===== src/rtl/alu_pipe.sv =====
// Two-stage pipelined ALU: stage 1 computes the arithmetic/logic result, stage 2
// applies the shift/rotate and forms {N,Z,C,V}. Valid/ready handshake on both sides.
module alu_pipe #(
  parameter int WIDTH = 32
) (
  input  logic             Clock,
  input  logic             Reset,
  input  logic [WIDTH-1:0] A,
  input  logic [WIDTH-1:0] B,
  input  logic [5:0]       Op,
  input  logic             in_valid,
  output logic             in_ready,
  output logic [WIDTH-1:0] Y,
  output logic [3:0]       Flags,
  output logic             out_valid,
  input  logic             out_ready
);

  typedef enum logic [2:0] {
    ALU_A, ALU_ADD, ALU_SUB, ALU_AND, ALU_OR, ALU_INC, ALU_DEC, ALU_B
  } alu_sel_e;

  typedef enum logic [2:0] {
    SH_PASS, SH_SHL, SH_SHR, SH_ZERO, SH_ASR, SH_ROL, SH_ROR, SH_PASS_ALT
  } sh_sel_e;

  alu_sel_e         alu_sel;
  logic [WIDTH-1:0] rhs;
  logic [WIDTH:0]   sum;
  logic [WIDTH:0]   diff;
  logic [WIDTH-1:0] alu_y;
  logic             alu_c;
  logic             alu_v;

  logic             stall;
  logic             s1_valid;
  logic [WIDTH-1:0] s1_y;
  logic             s1_c;
  logic             s1_v;
  sh_sel_e          s1_sh;

  logic [WIDTH-1:0] sh_y;
  logic             sh_c;

  assign alu_sel = alu_sel_e'(Op[5:3]);

  // Increment and decrement reuse the adder/subtractor with a constant one.
  assign rhs  = (alu_sel inside {ALU_ADD, ALU_SUB}) ? B : WIDTH'(1);
  assign sum  = {1'b0, A} + {1'b0, rhs};
  assign diff = {1'b0, A} - {1'b0, rhs};

  // NOTE: every always_comb output gets a default before the case, so no path leaves it unassigned and no latch is inferred.
  always_comb begin
    alu_y = A;
    alu_c = 1'b0;
    alu_v = 1'b0;
    unique case (alu_sel)
      ALU_ADD, ALU_INC: begin
        alu_y = sum[WIDTH-1:0];
        alu_c = sum[WIDTH];
        alu_v = (A[WIDTH-1] == rhs[WIDTH-1]) && (sum[WIDTH-1] != A[WIDTH-1]);
      end
      ALU_SUB, ALU_DEC: begin
        alu_y = diff[WIDTH-1:0];
        alu_c = ~diff[WIDTH];
        alu_v = (A[WIDTH-1] != rhs[WIDTH-1]) && (diff[WIDTH-1] != A[WIDTH-1]);
      end
      ALU_AND: alu_y = A & B;
      ALU_OR:  alu_y = A | B;
      ALU_B:   alu_y = B;
      default: alu_y = A;
    endcase
  end

  // The output register is the only place a stall can originate; both stages freeze together.
  assign stall    = out_valid && !out_ready;
  assign in_ready = !stall;

  // NOTE: sequential state uses non-blocking assignments so every register samples pre-edge values.
  always_ff @(posedge Clock) begin
    if (Reset) begin
      s1_valid <= 1'b0;
    end else if (!stall) begin
      s1_valid <= in_valid;
    end
  end

  // NOTE: the stage-1 payload carries no reset; it is only ever observed behind s1_valid.
  always_ff @(posedge Clock) begin
    if (!stall && in_valid && !Reset) begin
      s1_y  <= alu_y;
      s1_c  <= alu_c;
      s1_v  <= alu_v;
      s1_sh <= sh_sel_e'(Op[2:0]);
    end
  end

  always_comb begin
    sh_y = s1_y;
    sh_c = s1_c;
    unique case (s1_sh)
      SH_SHL: begin sh_y = {s1_y[WIDTH-2:0], 1'b0};          sh_c = s1_y[WIDTH-1]; end
      SH_SHR: begin sh_y = {1'b0, s1_y[WIDTH-1:1]};          sh_c = s1_y[0];       end
      SH_ZERO: begin sh_y = '0;                              sh_c = 1'b0;          end
      SH_ASR: begin sh_y = {s1_y[WIDTH-1], s1_y[WIDTH-1:1]}; sh_c = s1_y[0];       end
      SH_ROL: begin sh_y = {s1_y[WIDTH-2:0], s1_y[WIDTH-1]}; sh_c = s1_y[WIDTH-1]; end
      SH_ROR: begin sh_y = {s1_y[0], s1_y[WIDTH-1:1]};       sh_c = s1_y[0];       end
      default: begin sh_y = s1_y;                            sh_c = s1_c;          end
    endcase
  end

  // Y/Flags only reload on a real result, so they hold through idle cycles.
  always_ff @(posedge Clock) begin
    if (Reset) begin
      out_valid <= 1'b0;
      Y         <= '0;
      Flags     <= 4'b0000;
    end else if (!stall) begin
      out_valid <= s1_valid;
      if (s1_valid) begin
        Y     <= sh_y;
        Flags <= {sh_y[WIDTH-1], (sh_y == '0), sh_c, s1_v};
      end
    end
  end

endmodule


===== config.mk =====
export PLATFORM = sky130hd
export DESIGN_NAME = alu_pipe
export DESIGN_NICKNAME = d
export VERILOG_FILES = /design/src/rtl/alu_pipe.sv
export SDC_FILE = /design/constraint.sdc
export NUM_CORES = 1
export LEC_CHECK = 0
export CAP_MARGIN = 20
export CORE_MARGIN = 2
export CORE_UTILIZATION = 40
export CTS_CLUSTER_SIZE = 12
export DETAILED_ROUTE_END_ITERATION = 8
export GPL_ROUTABILITY_DRIVEN = 0
export SETUP_SLACK_MARGIN = 0.5
export SLEW_MARGIN = 10
export SYNTH_ARGS = -nofsm -noshare
export SYNTH_HDL_FRONTEND = slang
export SYNTH_SLANG_ARGS = --single-unit

===== constraint.sdc =====
create_clock -name Clock -period 5.1 [get_ports Clock]
set_clock_uncertainty 0.1 [all_clocks]
set_input_delay 0.51 -clock Clock [delete_from_list [all_inputs] [get_ports Clock]]
set_output_delay 0.51 -clock Clock [all_outputs]
set_load 0.02 [all_outputs]

======== After elaboration in Yosys (flattened, before gate mapping) ========
Index checks and enable logic that the tools add are counted.
Widths: inputs -> output; s select.
word-level totals
  bits of input ports ..................... 74
  output and inout port bits .............. 38
  bits in registers ....................... 75
operators by class
  bitwise operators ....................... 4
  muxes and demuxes ....................... 6
  add/subtract/negate cells ............... 2
  reduce and logical (&&, ||, !) cells .... 15
  equal/unequal tests ..................... 17
operators by type and width
  cell                number
  $pmux 32 s6         1
  $pmux 32 s5         1
  $add 32x32->33      1
  $sub 32x32->33      1
  $and 32x32->32      1
  $logic_not 32->1    1
  $mux 32             1
  $or 32x32->32       1
  $eq 3x3->1 const B  7
  $eq 3x2->1 const B  4
  $eq 3x1->1 const B  2
  $reduce_or 2->1     3
  $logic_and 1x1->1   5
  $pmux 1 s2          2
  $logic_not 1->1     3
  $ne 1x1->1          3
  $pmux 1 s3          1
  $reduce_or 3->1     1
  $not 1->1           2
  $reduce_and 2->1    1
  $reduce_bool 2->1   1
  $eq 1x1->1          1

======== Longest topological paths before layout ========
Gate-level depths: netlist of run 1.
  depth in word-level cells ............... 7
  mapped depth ............................ 17
  mapped depth without buffers ............ 16

======== Worst setup path before layout of run 1 ========
OpenSTA, ideal clock, no wires.
  path type ............................... input-to-reg
  start point ............................. input port Op[3]
  end point ............................... register s1_v, data pin
  setup time .............................. 0.257 ns
  required time ........................... 4.743 ns
  setup slack ............................. 0.592 ns
  stages on the path ...................... 16
  data arrival time ....................... 4.152 ns
  path buffers ............................ 2
  cells stage by stage .................... inv_1 > clkbuf_1 > nand2_1 > a21oi_1 > clkbuf_1 > nand2_1 > ha_1 > nor2b_2 > a2111oi_2 > a2111oi_4 > o21ai_2 > o41ai_4 > a2111oi_4 > o41ai_4 > xor2_1 > a32o_2
on the way
  word-level cells in the longest chain between the ends .. 7
  elaborated cells between the ends (all ways) .. 17
ends and longest elaborated chain
  element                                                  RTL line  RTL
  start: declaration                                       10        input logic [5:0] Op,
  $eq 3x1->1 / $eq 3x2->1 (equally long branches)          48, 57
  $reduce_bool 2->1                                        48        assign rhs = (alu_sel inside {ALU_ADD, ALU_SUB}) ? B : WIDTH'(1);
  $mux 32                                                  48
  $sub 32x32->33 / $add 32x32->33 (equally long branches)  50, 49
  $ne 1x1->1, on equally long branches                     66, 61
  $logic_and 1x1->1, on equally long branches              66, 61
  $pmux 1 s2 (*)                                           57        unique case (alu_sel)
  via alu_v                                                33        logic alu_v;
  end signal: assignment                                   93        s1_v <= alu_v;
  end: declaration                                         39        logic s1_v;
The timed path passes the listed nets; every way through them passes the cells marked *.
A chain may end at the register's enable or synchronous reset.

======== Final worst setup path of run 1 ========
  start point ............................. input port Op[4]
  end point ............................... register s1_v, data pin
Same word-level chain as after synthesis.

==> results of run 1 <==
-- cells by family after synthesis --
| family | share of synthesized area |
|---|---|
| AND/OR/NAND/NOR | 0.221 |
| adder cells (fa/ha/maj) | 0.107 |
| multiplexers | 0.0134 |
| buffers and inverters | 0.0770 |
| flip-flops | 0.211 |
| XOR/XNOR | 0.0378 |
| AO/OA/AOI/OAI | 0.333 |
-- per-stage QoR --
| stage | instances | power, mW |
|---|---|---|
| global route | 1565 | 2.25 |
| CTS | 1559 | 2.12 |
| floorplan | 1207 | 1.27 |
| detailed placement | 1544 | 1.54 |
| global placement | 1544 | 1.53 |
| finish | 1565 | 2.13 |
-- area by class of cell --
cell class              instances  share of cell area
multi-input cells             984               0.606
flip-flops and latches         74               0.178
clock buffers                  15              0.0257
inverters                      68              0.0245
diodes                          1            0.000240
repair buffers                143               0.132
well taps                     280              0.0336
-- per-layer routing --
metal | vias up | part of all wire
met5 | - | 0
met4 | 0 | 0.027
met3 | 51 | 0.070
met2 | 361 | 0.44
met1 | 4210 | 0.47
li1 | 4504 | -
-- power by group through the flow --
| stage | registers [mW] | logic, mW | clock network (mW) |
|---|---|---|---|
| after floorplan | 0.724 | 0.541 | 0 |
| after global placement | 0.714 | 0.820 | 0 |
| after detailed placement | 0.715 | 0.824 | 0 |
| after CTS | 0.703 | 0.829 | 0.588 |
| after global routing | 0.708 | 0.931 | 0.612 |
| final | 0.703 | 0.851 | 0.580 |
-- timing repair --
item	in CTS	in global routing
pin swaps	0	1
buffers inserted	0	2
endpoints found under the setup margin	4	7
endpoints found under the hold margin	0	0
resized for setup	1	5
-- worst paths after layout --
check                start       end
setup / recovery     Op[4]      s1_v
hold / removal        Y[8]      Y[8]
setup reg to reg  s1_sh[1]  Flags[2]
hold reg to reg       Y[8]      Y[8]
-- layout by cell type (no fill, tap or decap), drive strengths merged, types with 37 or more instances in the layout --
cell and n:
a211oi 44, nor2b 68, nand2 149, clkdlybuf4s50 108
a21oi 184, nor2 91, dfxtp 37, inv 68
edfxtp 37, o21ai 85, ha 72
-- flip-flops by register name, summed over array words and instances, names as in the netlist --
signal and cells:
Y 32, s1_y 32, Flags 3, s1_sh 3, out_valid 1, s1_c 1
s1_v 1, s1_valid 1
-- worst register-to-register path, cell delays in order, from the launching register on --
cell	delay (ns)
edfxtp_1	0.64
nor2_4	0.67
buf_4	0.41
nor2b_1	0.08
a211oi_1	0.23
a21oi_1	0.11
nor4_1	0.32
nand4_1	0.12
nor3_1	0.26
a21oi_1	0.06
nor2_1	0.08
==> flow_summary.yaml, run 1 <==
status:
  status: "completed"
power_and_ir_drop:
  p_int_mw: 1.38
  irDropWorstVdd_uv: 143
  p_switching_uw: 756
  pwr-share-comb: 0.399
  seqPwrFrac: 0.329
  leakage_nw: 4.14
  p_sw_frac: 0.354
  pwr-share-clk: 0.272
  power.density_nw_per_um2: 205
worst_setup_path:
  rr_worst_depth: 10
  crit_family: "compound AO/OA/AOI/OAI gates"
  crit_buf_inv: 3
  endpoint_kind: "flop"
  crit_type: "input port to flop"
  crit_chain: "buf_2, nand2_1, a21oi_4, buf_4, buf_4, nand2_1, ha_1, nand3_1, nor4_4, nand4_1, a21oi_1, o211ai_1, a21oi_1, o22a_2, xor2_1, a32o_2"
  arrival_ns: 4.20
  required_ns: 5.09
  start_kind: "input port"
  path_depth: 16
  path_max_fanout: 18
  slowest_delay_ns: 0.45
  regToRegSetupSlack_ns: 1.95
  cp_slowest_cell: "ha_1"
cells_and_area:
  final_area_um2: 10400
  regArea_um2: 1850
  finish.utilization: 0.481
  fill_cells: 2232
  multiInputGateArea_um2: 6320
  final_nets: 1428
  syn2layout_area_growth_pct: 18.5
  drive_gt1_frac: 0.0678
logic_synthesis:
  syn_area_per_cell_um2: 7.29
  synth_area_um2: 8800
  synth_seq_cells: 74
  ys_top_cells_by_count: "a21oi_1, nand2_1, nor2_1, o21ai_0, ha_1"
  netlist_instances: 1207
  syn_nets: 1355
  synth_top_area_share: 0.126
  yosysMostFrequentCell: "a21oi_1"
  yosys.area.top_type: "edfxtp_1"
  yosysWarnings: 0
  synth_cell_types: 87
  synth_seq_area_share: 0.211
  ys_top_cells_by_area: "edfxtp_1, a21oi_1, ha_1, dfxtp_1, nand2_1"
  synth_edf_count: 37
  synth-async-reset-ratio: 0
  synthFlopType: "edfxtp_1"
drt:
  drcViolationCount: 0
  wl_per_cell_um: 17.9
  first_pass_iters: 6
  viasPerCell: 5.83
  drt-total-wl_um: 28000
  via_count: 9126
  antenna_left: 0
  first_iter_violations: 806
grt:
  antenna_found_initial: 1
  grt.met1_usage: 0.330
  grt_pass1_vias: 8373
  grt_pass1_wl_um: 44500
  grt_use_met2: 0.365
  grt_max_degree: 58
  grt_overflow_total: 0
  use_met3: 0.0304
  track_usage: 0.232
  grt.busiest_layer: "met2"
placed_design:
  dp_hpwl_um: 21500
  place_area_um2: 10000
  pre_cts_ws_ns: 0.0806
  portBuffers: 111
clock_network:
  ctsHtreeMaxLevel: 3
  cts_buffer_depth: 2
  holdBufCountCts: 0
  clockRootBuffer: "clkbuf_16"
  numCtsBuffers: 9
  cts.sinks: 74
  clkTransAtPathRegs_ns: 0.06
  cts_tree: "yes"
  worstSkewPairLatency_ns: 0.34
timing:
  hold_slack_ns: 0.352
  setup_viol: 0
  setup_ws_ns: 0.894
  slew_headroom: 0.352
  min_period_ns: 4.21
  hold_viol: 0
  tightest_slew_ns: 0.969
  finalSetupTns_ns: 0
  slew_violations: 0
  period_share: 0.825
  clock.fmax_ghz: 0.238
  rsz0062_at_grt: "no"
worst_hold_path:
  hold_path_class: "flop to flop"
  whs_path_depth: 2
die:
  core_um2: 21700
  start_util: 0.406
  dieArea_um2: 23200
  die_width_um: 152
  rows: 54
  die_h_um: 152
  num_io_pins: 112
run:
  drv_cap: 0
Power figures use the tool's default switching activity.
==> run 2: changes to the inputs <==
- clock period: 5.1 -> 3.4 ns (I/O delays scaled with it)
==> flow_summary.yaml, run 2 (synthesized netlist as in run 1, its figures left out) <==
status:
  status: "finished, violations left"
  violations: "setup timing"
grt:
  grt_pass1_vias: 9620
  grt_pass1_wl_um: 50700
  grt_overflow_total: 0
  antenna_found_initial: 1
  grt_max_degree: 65
  track_usage: 0.266
drt:
  wl_per_cell_um: 17.8
  antenna_left: 0
  first_iter_violations: 764
  drt-total-wl_um: 32300
  via_count: 10197
  viasPerCell: 5.62
  drcViolationCount: 0
  first_pass_iters: 5
die:
  core_um2: 21700
  die_width_um: 152
  start_util: 0.406
  rows: 54
  num_io_pins: 112
  die_h_um: 152
  dieArea_um2: 23200
timing:
  hold_slack_ns: 0.354
  setup_viol: 6
  rsz0062_at_grt: "yes"
  slew_violations: 0
  clock.fmax_ghz: 0.287
  min_period_ns: 3.48
  setup_ws_ns: -0.0813
  period_share: 1.02
  hold_viol: 0
  tightest_slew_ns: 0.842
  slew_headroom: 0.439
cells_and_area:
  diodes: 0
  layoutNonFillerInstCount: 1814
  reg_top3: "Y (32), s1_y (32)"
  final_nets: 1677
  final_common_cell: "buf_4"
  layout.cells.most_common_list: "buf_4, a21oi_1, nand2_1"
  fill_cells: 1865
  syn2layout_area_growth_pct: 52.3
  drive_gt1_frac: 0.308
worst_setup_path:
  endpoint_kind: "flop"
  slowest_delay_ns: 0.41
  crit_type: "input port to flop"
  crit_family: "compound AO/OA/AOI/OAI gates"
  crit_buf_inv: 7
  path_max_fanout: 6
  cp_slowest_cell: "a2111oi_4"
  required_ns: 3.40
  crit_chain: "buf_8, inv_4, nand2_4, a21oi_4, buf_6, buf_16, nand2_2, ha_4, buf_6, inv_2, o21ai_1, nand2b_1, a311oi_4, o41ai_4, buf_4, a2111oi_4, o41ai_4, xor2_1, a32o_2"
  start_kind: "input port"
  timing.rr.start: "s1_sh[2]"
  startpoint: "Op[4]"
  arrival_ns: 3.48
worst_hold_path:
  hold_path_class: "flop to flop"
  min_from: "Y[7]"
placed_design:
  pre_cts_ws_ns: -0.588
  portBuffers: 111
  dp.cells: 1768
  dp_hpwl_um: 24100
clock_network:
  clkTransAtPathRegs_ns: 0.06
  cts_tree: "yes"
  clockRootBuffer: "clkbuf_16"
  numCtsBuffers: 9
  worstSkewPairLatency_ns: 0.34
  cts.sinks: 74
  ctsHtreeMaxLevel: 3
  cts_buffer_depth: 2
run:
  drv_cap: 0
power_and_ir_drop:
  leakage_nw: 5.61
  power.density_nw_per_um2: 281
  irDropWorstVdd_uv: 177
-- run 2: cell types whose count changed in the layout (fill, tap and decap cells not counted), sizes merged --
| cell | before | now |
|---|---|---|
| buf | 35 | 284 |
| dlymetal6s2s | 0 | 2 |
| diode | 1 | 0 |
| clkinv | 0 | 1 |
| clkdlybuf4s50 | 108 | 106 |
-- run 2: metrics by stage --
| stage | area (um2) | power (mW) | TNS (ns) | util |
|---|---|---|---|---|
| after floorplan | 9140 | 1.95 | -0.575 | - |
| after global placement | 12000 | 2.60 | -8.31 | 0.552 |
| after detailed placement | 12000 | 2.62 | -9.83 | 0.552 |
| after CTS | 13000 | 3.67 | -0.145 | 0.601 |
| after global routing | 13400 | 3.95 | -1.72 | 0.618 |
| final | 13400 | 3.77 | -0.368 | 0.618 |
-- run 2: path summary, 6_finish.rpt --
| check | end | slack (ns) | cells after the start |
|---|---|---|---|
| setup reg to reg | Flags[2] | 0.84 | 9 |
| hold reg to reg | Y[7] | 0.35 | 2 |
| setup / recovery | s1_v | -0.08 | 19 |
| hold / removal | Y[7] | 0.35 | 2 |
-- run 2: routing by layer --
layer | GRT usage | wire [um] | up-vias
li1 | - | - | 4993
met1 | 0.366 | 14600 | 4740
met2 | 0.427 | 14600 | 380
met3 | 0.0418 | 2090 | 82
met4 | 0.0926 | 1030 | 2
met5 | 0 | 13 | -
-- run 2: area by class of cell --
type,count,area [um2],share of cell area
Multi-Input combinational cell,984,7280,0.544
Timing Repair Buffer,392,3360,0.250
Sequential cell,74,1850,0.138
Tap cell,280,350,0.0261
Clock buffer,15,289,0.0216
Inverter,68,265,0.0198
Clock inverter,1,5.00,0.000373
-- run 2: timing repair --
| action | 4_1_cts | 5_1_grt |
|---|---|---|
| resized for setup | 135 | 52 |
| hold buffers | 0 | 0 |
| pin swaps | 84 | 50 |
| gates cloned | 1 | 0 |
| setup buffers | 17 | 12 |
| endpoints found under the setup margin | 27 | 27 |
-- run 2: worst min-delay path: stages (launching register included) --
cell and delay, ns:
dfxtp_1 0.30, nand2_1 0.05, a21oi_1 0.05
-- run 2: where the power goes --
group,internal [mW],total (mW),switching [mW]
Sequential,1.01,1.05,0.0411
Combinational,0.856,1.80,0.942
Clock,0.577,0.916,0.338
Total,2.44,3.77,1.32
